===== config.mk =====
export PLATFORM = sky130hd
export DESIGN_NAME = latch_bank_wr_ctrl_flat
export DESIGN_NICKNAME = d
export VERILOG_FILES = /design/src/rtl/latch_bank_wr_ctrl_if.sv /design/src/rtl/latch_bank_wr_ctrl.sv /design/src/flat_wrapper.sv
export SDC_FILE = /design/constraint.sdc
export NUM_CORES = 1
export LEC_CHECK = 0
export BUFFER_PORTS_ARGS = -buffer_cell sky130_fd_sc_hd__buf_2
export CAP_MARGIN = 20
export CORE_ASPECT_RATIO = 0.9
export CORE_UTILIZATION = 40
export DETAILED_ROUTE_END_ITERATION = 6
export PLACE_DENSITY = 0.76
export SLEW_MARGIN = 0
export SYNTH_ARGS = -nofsm -noshare
export SYNTH_HDL_FRONTEND = slang
export SYNTH_SLANG_ARGS = --single-unit

===== constraint.sdc =====
create_clock -name clk -period 2.3 [get_ports clk]
set_clock_uncertainty 0.2 [all_clocks]
set_input_delay 0.46 -clock clk [delete_from_list [all_inputs] [get_ports clk]]
set_output_delay 0.46 -clock clk [all_outputs]
set_load 0.02 [all_outputs]

===== src/rtl/latch_bank_wr_ctrl_if.sv =====
// ---------------------------------------------------------------------------
// latch_bank_wr_ctrl_if
// Bundles the write handshake, clear request/status and latch-side drive
// signals of latch_bank_wr_ctrl.
//
// Optional feature macro: LATCH_WR_PARITY_EN (adds an even-parity bit on
// top of lat_d, so lat_d is DW+1 bits wide instead of DW).
//
// Handshake: a write transfers on a rising clk edge where in_valid and
// in_ready are both high; in_addr/in_data must be stable while in_valid is
// high, and in_ready may depend combinationally on clr_req.
//
// Signals
//   in_valid   requester -> ctrl   write request valid
//   in_ready   ctrl -> requester   write request can be accepted
//   in_addr    requester -> ctrl   target word index (AW bits)
//   in_data    requester -> ctrl   write data (DW bits)
//   clr_req    requester -> ctrl   bank clear request (level)
//   clr_done   ctrl -> requester   1-cycle pulse when a clear completes
//   err        ctrl -> requester   1-cycle pulse when an out-of-range write is dropped
//   busy       ctrl -> requester   controller is not idle
//   lat_d      ctrl -> latches     shared latch data (+ parity bit when enabled)
//   lat_en     ctrl -> latches     one-hot active-high latch enables (NW bits)
//   lat_rstb   ctrl -> latches     bank clear, active-low
//   state_dbg  ctrl -> observer    current FSM state encoding
// ---------------------------------------------------------------------------
interface latch_bank_wr_ctrl_if #(
    parameter int DW = 8,
    parameter int NW = 4,
    parameter int AW = 2
);
`ifdef LATCH_WR_PARITY_EN
    localparam int LDW = DW + 1;
`else
    localparam int LDW = DW;
`endif

    logic           in_valid;
    logic           in_ready;
    logic [AW-1:0]  in_addr;
    logic [DW-1:0]  in_data;
    logic           clr_req;
    logic           clr_done;
    logic           err;
    logic           busy;
    logic [LDW-1:0] lat_d;
    logic [NW-1:0]  lat_en;
    logic           lat_rstb;
    logic [2:0]     state_dbg;

    modport master (
        output in_valid, in_addr, in_data, clr_req,
        input  in_ready, clr_done, err, busy, lat_d, lat_en, lat_rstb, state_dbg
    );

    modport slave (
        input  in_valid, in_addr, in_data, clr_req,
        output in_ready, clr_done, err, busy, lat_d, lat_en, lat_rstb, state_dbg
    );
endinterface


===== src/rtl/latch_bank_wr_ctrl.sv =====
// ---------------------------------------------------------------------------
// latch_bank_wr_ctrl
// Write sequencer for a bank of level-sensitive latches. Accepts word writes
// over a valid/ready handshake, drives the shared latch data bus and a
// one-hot enable with whole-cycle setup/open/hold windows, and sequences the
// bank-wide active-low clear.
//
// Optional feature macro: LATCH_WR_PARITY_EN. When defined, lat_d carries an
// extra MSB holding even parity (^in_data) captured with the data; it is 0
// after reset or a clear. When undefined, lat_d is exactly the data.
//
// Ports
//   clk   in   clock, all state updates on the rising edge
//   rst   in   synchronous reset, active-high
//   bus   slave modport of latch_bank_wr_ctrl_if (handshake, clear, latch drive)
//
// All outputs except in_ready are registered. in_ready is combinational so a
// clear request immediately blocks new writes.
// ---------------------------------------------------------------------------
module latch_bank_wr_ctrl #(
    parameter int DW        = 8,
    parameter int NW        = 4,
    parameter int AW        = 2,
    parameter int SETUP_CYC = 1,
    parameter int OPEN_CYC  = 1,
    parameter int HOLD_CYC  = 1,
    parameter int CLR_CYC   = 2
) (
    input logic               clk,
    input logic               rst,
    latch_bank_wr_ctrl_if.slave bus
);
`ifdef LATCH_WR_PARITY_EN
    localparam int LDW = DW + 1;
`else
    localparam int LDW = DW;
`endif

    // One down-counter serves every timed state; size it for the longest window.
    localparam int MAX_A = (SETUP_CYC > OPEN_CYC) ? SETUP_CYC : OPEN_CYC;
    localparam int MAX_B = (HOLD_CYC > CLR_CYC) ? HOLD_CYC : CLR_CYC;
    localparam int MAX_C = (MAX_A > MAX_B) ? MAX_A : MAX_B;
    localparam int CW    = $clog2(MAX_C + 1);

    // One extra bit so NW == 2**AW is representable.
    localparam logic [AW:0] NW_L = (AW+1)'(NW);

    typedef enum logic [2:0] {
        IDLE  = 3'd0,
        SETUP = 3'd1,
        OPEN  = 3'd2,
        HOLD  = 3'd3,
        CLR   = 3'd4
    } state_t;

    state_t         state, state_n;
    logic [CW-1:0]  cnt, cnt_n;
    logic [AW-1:0]  addr_q, addr_n;
    logic [LDW-1:0] lat_d, lat_d_n;
    logic [NW-1:0]  lat_en, lat_en_n;
    logic           lat_rstb, lat_rstb_n;
    logic           err, err_n;
    logic           clr_done, clr_done_n;
    logic           clr_pend, clr_pend_n;
    logic           busy, busy_n;
    logic [LDW-1:0] cap_d;

    // Data as it will appear on the latch bus when a write is captured.
`ifdef LATCH_WR_PARITY_EN
    assign cap_d = {^bus.in_data, bus.in_data};
`else
    assign cap_d = bus.in_data;
`endif

    always_ff @(posedge clk) begin
        if (rst) begin
            state    <= IDLE;
            cnt      <= '0;
            addr_q   <= '0;
            lat_d    <= '0;
            lat_en   <= '0;
            lat_rstb <= 1'b0;
            err      <= 1'b0;
            clr_done <= 1'b0;
            clr_pend <= 1'b0;
            busy     <= 1'b0;
        end else begin
            state    <= state_n;
            cnt      <= cnt_n;
            addr_q   <= addr_n;
            lat_d    <= lat_d_n;
            lat_en   <= lat_en_n;
            lat_rstb <= lat_rstb_n;
            err      <= err_n;
            clr_done <= clr_done_n;
            clr_pend <= clr_pend_n;
            busy     <= busy_n;
        end
    end

    always_comb begin
        state_n    = state;
        cnt_n      = cnt;
        addr_n     = addr_q;
        lat_d_n    = lat_d;
        lat_en_n   = '0;
        lat_rstb_n = 1'b1;
        err_n      = 1'b0;
        clr_done_n = 1'b0;
        clr_pend_n = clr_pend;

        case (state)
            IDLE: begin
                if (bus.clr_req || clr_pend) begin
                    // Clear wins over any write presented in the same cycle.
                    state_n    = CLR;
                    cnt_n      = CW'(CLR_CYC - 1);
                    lat_rstb_n = 1'b0;
                    lat_d_n    = '0;
                    clr_pend_n = 1'b0;
                end else if (bus.in_valid) begin
                    // in_ready is necessarily high on this branch.
                    if ({1'b0, bus.in_addr} >= NW_L) begin
                        err_n = 1'b1;
                    end else begin
                        state_n = SETUP;
                        cnt_n   = CW'(SETUP_CYC - 1);
                        addr_n  = bus.in_addr;
                        lat_d_n = cap_d;
                    end
                end
            end

            SETUP: begin
                if (bus.clr_req) clr_pend_n = 1'b1;
                if (cnt == '0) begin
                    state_n  = OPEN;
                    cnt_n    = CW'(OPEN_CYC - 1);
                    lat_en_n = NW'(1) << addr_q;
                end else begin
                    cnt_n = cnt - CW'(1);
                end
            end

            OPEN: begin
                if (bus.clr_req) clr_pend_n = 1'b1;
                if (cnt == '0) begin
                    state_n = HOLD;
                    cnt_n   = CW'(HOLD_CYC - 1);
                end else begin
                    cnt_n    = cnt - CW'(1);
                    lat_en_n = lat_en;
                end
            end

            HOLD: begin
                if (bus.clr_req) clr_pend_n = 1'b1;
                if (cnt == '0) begin
                    state_n = IDLE;
                end else begin
                    cnt_n = cnt - CW'(1);
                end
            end

            CLR: begin
                if (cnt == '0) begin
                    state_n    = IDLE;
                    clr_done_n = 1'b1;
                end else begin
                    cnt_n      = cnt - CW'(1);
                    lat_rstb_n = 1'b0;
                end
            end

            default: begin
                state_n = IDLE;
            end
        endcase

        busy_n = (state_n != IDLE);
    end

    assign bus.in_ready  = (state == IDLE) && !bus.clr_req && !clr_pend;
    assign bus.clr_done  = clr_done;
    assign bus.err       = err;
    assign bus.busy      = busy;
    assign bus.lat_d     = lat_d;
    assign bus.lat_en    = lat_en;
    assign bus.lat_rstb  = lat_rstb;
    assign bus.state_dbg = state;

endmodule


===== src/flat_wrapper.sv =====
// flat-port wrapper written by rule: the top's interface ports become plain ports
module latch_bank_wr_ctrl_flat 
#(
    parameter int DW        = 8,
    parameter int NW        = 4,
    parameter int AW        = 2,
    parameter int SETUP_CYC = 1,
    parameter int OPEN_CYC  = 1,
    parameter int HOLD_CYC  = 1,
    parameter int CLR_CYC   = 2
)
  (clk, rst, bus_in_valid, bus_in_addr, bus_in_data, bus_clr_req, bus_in_ready, bus_clr_done, bus_err, bus_busy, bus_lat_d, bus_lat_en, bus_lat_rstb, bus_state_dbg);
  latch_bank_wr_ctrl_if #(.DW(DW), .NW(NW), .AW(AW)) bus_i ();
  input logic clk;
  input logic rst;
  input wire logic [$bits(bus_i.in_valid)-1:0] bus_in_valid;
  input wire logic [$bits(bus_i.in_addr)-1:0] bus_in_addr;
  input wire logic [$bits(bus_i.in_data)-1:0] bus_in_data;
  input wire logic [$bits(bus_i.clr_req)-1:0] bus_clr_req;
  output wire logic [$bits(bus_i.in_ready)-1:0] bus_in_ready;
  output wire logic [$bits(bus_i.clr_done)-1:0] bus_clr_done;
  output wire logic [$bits(bus_i.err)-1:0] bus_err;
  output wire logic [$bits(bus_i.busy)-1:0] bus_busy;
  output wire logic [$bits(bus_i.lat_d)-1:0] bus_lat_d;
  output wire logic [$bits(bus_i.lat_en)-1:0] bus_lat_en;
  output wire logic [$bits(bus_i.lat_rstb)-1:0] bus_lat_rstb;
  output wire logic [$bits(bus_i.state_dbg)-1:0] bus_state_dbg;
  assign bus_i.in_valid = bus_in_valid;
  assign bus_i.in_addr = bus_in_addr;
  assign bus_i.in_data = bus_in_data;
  assign bus_i.clr_req = bus_clr_req;
  assign bus_in_ready = bus_i.in_ready;
  assign bus_clr_done = bus_i.clr_done;
  assign bus_err = bus_i.err;
  assign bus_busy = bus_i.busy;
  assign bus_lat_d = bus_i.lat_d;
  assign bus_lat_en = bus_i.lat_en;
  assign bus_lat_rstb = bus_i.lat_rstb;
  assign bus_state_dbg = bus_i.state_dbg;
  latch_bank_wr_ctrl #(.DW(DW), .NW(NW), .AW(AW), .SETUP_CYC(SETUP_CYC), .OPEN_CYC(OPEN_CYC), .HOLD_CYC(HOLD_CYC), .CLR_CYC(CLR_CYC)) u_core (.clk(clk), .rst(rst), .bus(bus_i));
endmodule

Word level (Yosys, flattened, before mapping) --
Index checks and enable logic that the tools add are counted.
Storage, ports and cells: flip-flop bits (word level) 23, output and inout bits 20, bits of input ports 14, logic and storage cells 63
Cells by class: equal/unequal tests 9, shift operators 1, reductions and logical operators 19, bitwise gates (word level) 2, $add $sub $neg 1, multiplexer cells 22
Operators with widths (number):
- 8-bit 2-to-1 mux | 2
- 3-bit 2-to-1 mux | 5
- 3-bit case mux with 4 select lines | 1
- 3-bit AND reduction | 3
- 2-bit 2-to-1 mux | 4
- 4-bit 2-to-1 mux | 2
- 4-bit case mux with 2 select lines | 1
- 3-bit by 2-bit == test with 1-bit output (second input constant) | 2
- 2-bit by 1-bit != test with 1-bit output (second input constant) | 3
- 2-bit case mux with 3 select lines | 1
- 3-bit nonzero test | 2
- 2-bit OR reduction | 3
- 1-bit 2-to-1 mux | 4
- 1-bit case mux with 2 select lines | 2
- 2-bit nonzero test | 2
- 1-bit by 2-bit left shift with 4-bit output (first input constant) | 1
- 3-bit by 1-bit == test with 1-bit output (second input constant) | 1
- 3-bit == test (second input constant) | 1
- 3-bit logical NOT | 1
- 3-bit by 2-bit != test with 1-bit output (second input constant) | 1
- 3-bit OR reduction | 1
- 1-bit logical AND | 2
- 1-bit logical NOT | 2
- 2-bit logical NOT | 1
- other kinds (5) | 6

Depth between registers and ports, before layout --
Gate-level depths: netlist of run 1.
word-level depth 4, depth in mapped cells 6, mapped depth without buffers 6

Worst setup path after synthesis of run 1 --
No wires, ideal clock.
kind reg-to-reg, start point register u_core.state[1], in the netlist u_core.bus.state_dbg[1], end point register u_core.busy, in the netlist u_core.bus.busy, period minus slack after synthesis 2041 ps, slack 259 ps, stages on the path, launching flop included 6, arrival time 1718 ps, cell sequence dfxtp_1 buf_6 or4_4 nor2_1 nor4b_1 or2_2
Between the ends: word-level cells in the longest chain between the ends 4, elaborated cells between the ends (all ways) 13
Ends and longest elaborated chain:
- start: declaration | line latch_bank_wr_ctrl.sv:56 | state_t state, state_n;
- start signal: assignment | line latch_bank_wr_ctrl.sv:88 | state <= state_n;
- 3-bit by 2-bit == test with 1-bit output, or another cell as far along | line latch_bank_wr_ctrl.sv:112 | case (state)
- 2-bit OR reduction (no line) or 3-bit 2-to-1 mux (tied branches)
- 3-bit case mux with 4 select lines * | line latch_bank_wr_ctrl.sv:112
- 3-bit nonzero test * | line latch_bank_wr_ctrl.sv:180 | busy_n = (state_n != IDLE);
- end signal: assignment | line latch_bank_wr_ctrl.sv:97 | busy <= busy_n;
- end: declaration | line latch_bank_wr_ctrl.sv:65 | logic busy, busy_n;
Every way passes the cells marked *; elsewhere a longest branch is shown, timed or not. A chain may end at the register's enable or synchronous reset.

Worst setup path in the final report of run 1 --
start point register u_core.clr_pend, end point output port bus_in_ready
Between the ends: word-level cells in the longest chain between the ends 2
Ends and longest elaborated chain:
- start: declaration | line latch_bank_wr_ctrl.sv:64 | logic clr_pend, clr_pend_n;
- start signal: assignment | line latch_bank_wr_ctrl.sv:96 | clr_pend <= clr_pend_n;
- 1-bit logical NOT | line latch_bank_wr_ctrl.sv:183 | assign bus.in_ready = (state == IDLE) && !bus.clr_req && !clr_pend;
- 1-bit logical AND | line latch_bank_wr_ctrl.sv:183
- end: declaration | line flat_wrapper.sv:20 | output wire logic [$bits(bus_i.in_ready)-1:0] bus_in_ready;
Every way passes these cells.

==> results.json, run 1 <==
{
  "status": "finished, final reports clean",
  "end_kind": "output port",
  "critical_path_class": "register to output port",
  "max_freq_ghz": 0.450,
  "arrival_ns": 1.56,
  "cap_violations": 0,
  "syn2layout_area_growth_pct": 19.2,
  "row_count": 17,
  "worstSkewPairLatency_ns": 0.30,
  "grt_pass1_wl_um": 4040,
  "hold_path_class": "input port to register",
  "ys_warn_count": 0,
  "slew_violations": 0,
  "cts_setup_buffers": 0,
  "drc": 0,
  "synthesis.instances": 116,
  "ioPinCount": 34,
  "first_pass_iters": 4,
  "grt_usage_pct": 17.8,
  "post_route_cells_drive_above_1_share_pct": 32.0,
  "power_density_nw_per_um2": 1010,
  "drt_iter0_drc": 20,
  "drtAntennaViolNets": 0,
  "seq_area_frac_synth_pct": 43.3,
  "synth_area_sq_um": 1060,
  "post-place-cells": 171,
  "syn_nets": 133,
  "fin_cells": 175,
  "cts_made_buffers": 3,
  "ys_seq_elements": 23,
  "final.period_utilization_pct": 96.6,
  "synth_edf_count": 0,
  "place_hpwl_um": 1700,
  "synth.top_cell.area_share_pct": 43.3,
  "worst-path-max-fanout": 5,
  "timing.hold.ws_ns": 0.194,
  "maxSlewHeadroom_pct": 40.2,
  "vias": 972,
  "p_total_mw": 1.28,
  "cts_hold_buf": 0,
  "finalCriticalPeriod_ns": 2.22,
  "antenna_found_initial": 0,
  "setup_viol_count_final": 0,
  "wire_per_inst_um": 13.2,
  "worst_pin_slew_ns": 0.889,
  "cts-htree-levels": 1,
  "async_flop_share_pct": 0,
  "layout.nets": 165,
  "clk_pin_slew_ns": 0.12,
  "fp.dieArea_sq_um": 2870,
  "cts.sinks": 23,
  "die_w_um": 56.4,
  "clk_path_buf_depth": 2,
  "synth_top_area_cell": "dfxtp_1",
  "coreArea_sq_um": 2490,
  "antennaDiodeCount": 0,
  "grt_max_degree": 24,
  "ir_drop_uv": 479,
  "finalHoldViolCount": 0,
  "cts_root_buf": "clkbuf_4",
  "rsz0062_at_grt": "no",
  "yosysUniqueCellTypes": 39,
  "cts_tree": "built",
  "overflow": 0,
  "crit_required_ns": 1.64,
  "via_per_inst": 5.55,
  "wirelength_um": 2320,
  "p_leak_nw": 0.568,
  "tns_ns": 0,
  "die_y_um": 50.9,
  "start_util_pct": 42.7,
  "avgSynthCellArea_sq_um": 9.17,
  "cp-start-kind": "register",
  "synthFlopType": "dfxtp_1",
  "place_congestion": 0.749,
  "io_buffers": 32,
  "first_global_vias": 937,
  "netlist_top_cells_area": "dfxtp_1 43%, a22oi_1 7.1%, nor2_1 7.1%"
}
cell usage after synthesis (all sizes together) (2+ instances only):
cell	n
inv	4
nor3	4
nor4b	3
and2	2
nand2	5
a21oi	5
a22oi	10
nor4	2
xor2	2
nor2	20
dfxtp	23
a32oi	2
clkbuf	4
a211oi	2
buf	4
ha	3
nand2b	2
mux2i	2
power breakdown:
part	internal (mW)	switching (mW)
Combinational	0.246	0.347
Clock	0.0676	0.113
Sequential	0.463	0.0459
layout make-up:
cell class / instances / area [sq um]
well taps: 28 / 35.0
fillers: 230 / 1220
multi-input cells: 81 / 548
flip-flops and latches: 23 / 460
inverters: 4 / 15.0
clock buffers: 4 / 26.3
repair buffers: 35 / 183
cells in the final DEF, fill, tap and decap left out, types with 2 or more instances in the layout:
| cell | count |
|---|---|
| mux2i_1 | 2 |
| a21oi_1 | 5 |
| dfxtp_1 | 23 |
| xor2_1 | 2 |
| inv_1 | 4 |
| a211oi_2 | 2 |
| buf_4 | 3 |
| ha_1 | 3 |
| a22oi_1 | 10 |
| nor4_1 | 2 |
| nor2_1 | 19 |
| clkbuf_4 | 3 |
| nand2_1 | 5 |
| nand2b_1 | 2 |
| nor4b_1 | 3 |
| a32oi_1 | 2 |
| nor3_1 | 4 |
| buf_2 | 32 |
per-stage QoR:
step | worst slack, ns | utilization, % | area, sq um
4_1_cts | 0.0364 | 50.8 | 1260
2_1_floorplan | 0.259 | - | 1060
5_1_grt | 0.0265 | 50.9 | 1270
3_3_place_gp | 0.390 | 49.8 | 1240
6_report | 0.0777 | 50.9 | 1270
3_5_place_dp | 0.309 | 49.8 | 1240
sequential cells by signal, summed over array words and instances (netlist names):
| signal | count |
|---|---|
| u_core.bus.lat_d | 8 |
| u_core.bus.lat_rstb | 1 |
| u_core.cnt | 2 |
| u_core.bus.busy | 1 |
| u_core.addr_q | 2 |
| u_core.bus.lat_en | 4 |
| u_core.clr_pend | 1 |
| u_core.bus.state_dbg | 3 |
| u_core.bus.clr_done | 1 |
worst paths after layout:
kind,startpoint,endpoint,slack [ns],depth (start not counted)
setup reg to reg,u_core.clr_pend$_SDFFE_PP0P_,u_core.addr_q[0]$_SDFFE_PP0P_,0.31,4
hold reg to reg,u_core.bus.lat_en[3]$_SDFFE_PP0P_,u_core.bus.lat_en[3]$_SDFFE_PP0P_,0.31,2
setup / recovery,u_core.clr_pend$_SDFFE_PP0P_,bus_in_ready,0.08,3
hold / removal,bus_in_addr[1],u_core.addr_q[1]$_SDFFE_PP0P_,0.19,3
cell families after synthesis:
logic type / count (synthesis) / synth area share [%]
mux: 2 / 1.88
simple gates: 43 / 21.9
fa+ha+maj: 3 / 3.53
other cells: 1 / 0.353
flops: 23 / 43.3
buf+inv: 12 / 5.41
compound gates: 29 / 21.2
xor+xnor: 3 / 2.47
timing repair:
| action | 4_1_cts | 5_1_grt |
|---|---|---|
| setup endpoints to repair | 0 | 1 |
| resized for setup | 0 | 1 |
| hold endpoints to repair | 0 | 0 |
metal layers:
metal	wire length [um]	up-vias	share of wire, %	GRT usage (%)
met5	0	-	0	0
met2	1170	20	50	33.1
met4	10	0	0.43	6.10
met3	70	2	3.0	2.28
li1	-	476	-	-
met1	1070	474	46	21.1
critical path, cell delays in order (launching register included):
cell	delay, ns
dfxtp_1	0.37
or4_4	0.58
nor2_2	0.13
buf_2	0.18
No activity file was read; power rests on OpenSTA's default activity.
==> inputs of run 2 (changes only) <==
clock period = 2.05 ns   (was 2.3 ns; I/O delays follow)
==> run 2 against run 1 <==
The run now ends with negative setup slack left. Die area did not move. Final cell count is 2.9% higher. Setup slack lost 0.084 ns. Sequential power rose by 12%.
==> results.json, run 2 (synthesis gave the netlist of run 1 again) <==
{
  "max_stage_delay_ns": 0.55,
  "die_w_um": 56.4,
  "post_route_cells_drive_above_1_share_pct": 35.5,
  "via_per_inst": 5.51,
  "cts_root_buf": "clkbuf_4",
  "dr_wl_met3_um": 119,
  "tns_ns": -0.00673,
  "drt_iter0_drc": 25,
  "wirelength_um": 2330,
  "crit_chain": "or4_4 > nor2_4 > buf_6",
  "cts-htree-levels": 1,
  "layout.nets": 170,
  "wl_met1_um": 1020,
  "die_y_um": 50.9,
  "critical_path_class": "register to output port",
  "coreArea_sq_um": 2490,
  "antennaDiodeCount": 0,
  "crit_family": "simple AND/OR/NAND/NOR gates",
  "fillers": 235,
  "status": "finished, violations left",
  "ir_drop_uv": 721,
  "drtAntennaViolNets": 0,
  "cts_hold_buf": 0,
  "maxSlewHeadroom_pct": 36.8,
  "largest_reg_flops": 8,
  "pwr-share-seq_pct": 37.9,
  "regMostFlops": "u_core.bus.lat_d",
  "timing.hold.ws_ns": 0.121,
  "setup_viol_count_final": 1,
  "cts_made_buffers": 3,
  "r2r_setup_slack_ns": 0.08,
  "pwr-share-clk_pct": 14.2,
  "violations": "negative setup slack",
  "overflow": 0,
  "worst_pin_slew_ns": 0.940,
  "fin_ws_ns": -0.00673,
  "worst-path-max-fanout": 2,
  "vias": 991,
  "worstSkewPairLatency_ns": 0.32,
  "final_common_cell": "buf_2",
  "crit_buf_inv": 1,
  "ioPinCount": 34,
  "cp-start-kind": "register",
  "grt_usage_pct": 17.7,
  "cap_violations": 0,
  "final.period_utilization_pct": 100,
  "hold_path_class": "input port to register",
  "comb_power_share_pct": 47.9,
  "crit_required_ns": 1.44,
  "finalHoldViolCount": 0,
  "internal-power_mw": 0.907,
  "arrival_ns": 1.45,
  "clk_pin_slew_ns": 0.13,
  "antenna_found_initial": 0,
  "drc": 0,
  "p_leak_nw": 0.600,
  "row_count": 17,
  "start_util_pct": 42.7,
  "grt_pass1_wl_um": 3940,
  "clk_path_buf_depth": 2,
  "io_buffers": 32,
  "place_hpwl_um": 1660,
  "fp.dieArea_sq_um": 2870,
  "syn2layout_area_growth_pct": 24.0,
  "wire_per_inst_um": 12.9,
  "switching_share_pct": 39.6,
  "top_layer": "met4",
  "cts_tree": "built",
  "rsz0062_at_grt": "yes",
  "first_pass_iters": 4,
  "place_congestion": 0.751,
  "critPathSlowestCell": "or4_4",
  "slew_violations": 0,
  "p_sw_mw": 0.595,
  "cts.sinks": 23,
  "first_global_vias": 895,
  "wl_met2_um": 1140,
  "end_kind": "output port",
  "power_density_nw_per_um2": 1140,
  "mostFrequentLayoutCells": "31 x buf_2, 22 x dfxtp_1, 19 x nor2_1",
  "finalCriticalPeriod_ns": 2.06,
  "max_freq_ghz": 0.486,
  "grt_max_degree": 24
}
run 2: cell types whose count changed in the layout (fill, tap and decap cells not counted), sizes merged:
| cell | before | now |
|---|---|---|
| clkbuf | 4 | 3 |
| clkinv | 0 | 1 |
| buf | 35 | 40 |
run 2: path summary, 6_finish.rpt:
kind	endpoint	from	depth (start not counted)
setup reg to reg	u_core.cnt[1]$_SDFFE_PP0P_	u_core.bus.state_dbg[0]$_SDFF_PP0_	5
setup / recovery	bus_in_ready	u_core.bus.state_dbg[0]$_SDFF_PP0_	3
hold / removal	u_core.addr_q[0]$_SDFFE_PP0P_	bus_in_addr[0]	3
hold reg to reg	u_core.bus.lat_en[3]$_SDFFE_PP0P_	u_core.bus.lat_en[3]$_SDFFE_PP0P_	2
run 2: timing repair:
| action | CTS | global route |
|---|---|---|
| setup buffers | 2 | 1 |
| gates resized for setup | 5 | 0 |
| pin swaps | 1 | 1 |
| endpoints found under the hold margin | 0 | 0 |
| endpoints found under the setup margin | 1 | 8 |
run 2: stage by stage:
stage          area, sq um  worst slack (ns)  instances  util (%)  total power, mW
2_1_floorplan         1060           0.00906        116         -             1.08
3_3_place_gp          1250             0.202        173      50.4             1.22
3_5_place_dp          1250             0.119        173      50.4             1.25
4_1_cts               1310           -0.0119        179      52.7             1.50
5_1_grt               1320           -0.0574        180      53.0             1.60
6_report              1320          -0.00673        180      53.0             1.50
run 2: worst min-delay path, cell delays in order:
cell and delay (ns):
buf_2 0.08, mux2i_1 0.05, nor2_1 0.07
run 2: power groups by stage:
stage | clock [mW] | combinational [mW] | sequential [mW]
after floorplan | 0 | 0.441 | 0.637
after global routing | 0.238 | 0.787 | 0.576
after CTS | 0.221 | 0.714 | 0.568
after global placement | 0 | 0.644 | 0.577
final | 0.214 | 0.719 | 0.569
after detailed placement | 0 | 0.670 | 0.578
run 2: routing by layer:
layer | track usage (%) | up-vias
met4 | 11.0 | 0
met5 | 0 | -
met2 | 29.2 | 34
met3 | 2.03 | 5
li1 | - | 489
met1 | 22.3 | 463
run 2: area by class of cell:
cell class | instances | area, sq um | share of cell area [%]
clock buffer | 3 | 22.5 | 1.71
clock inverter | 1 | 5.00 | 0.380
inverter | 4 | 15.0 | 1.14
multi-input combinational | 81 | 553 | 41.9
sequential | 23 | 462 | 35.0
tap | 28 | 35.0 | 2.66
timing repair buffer | 40 | 226 | 17.2
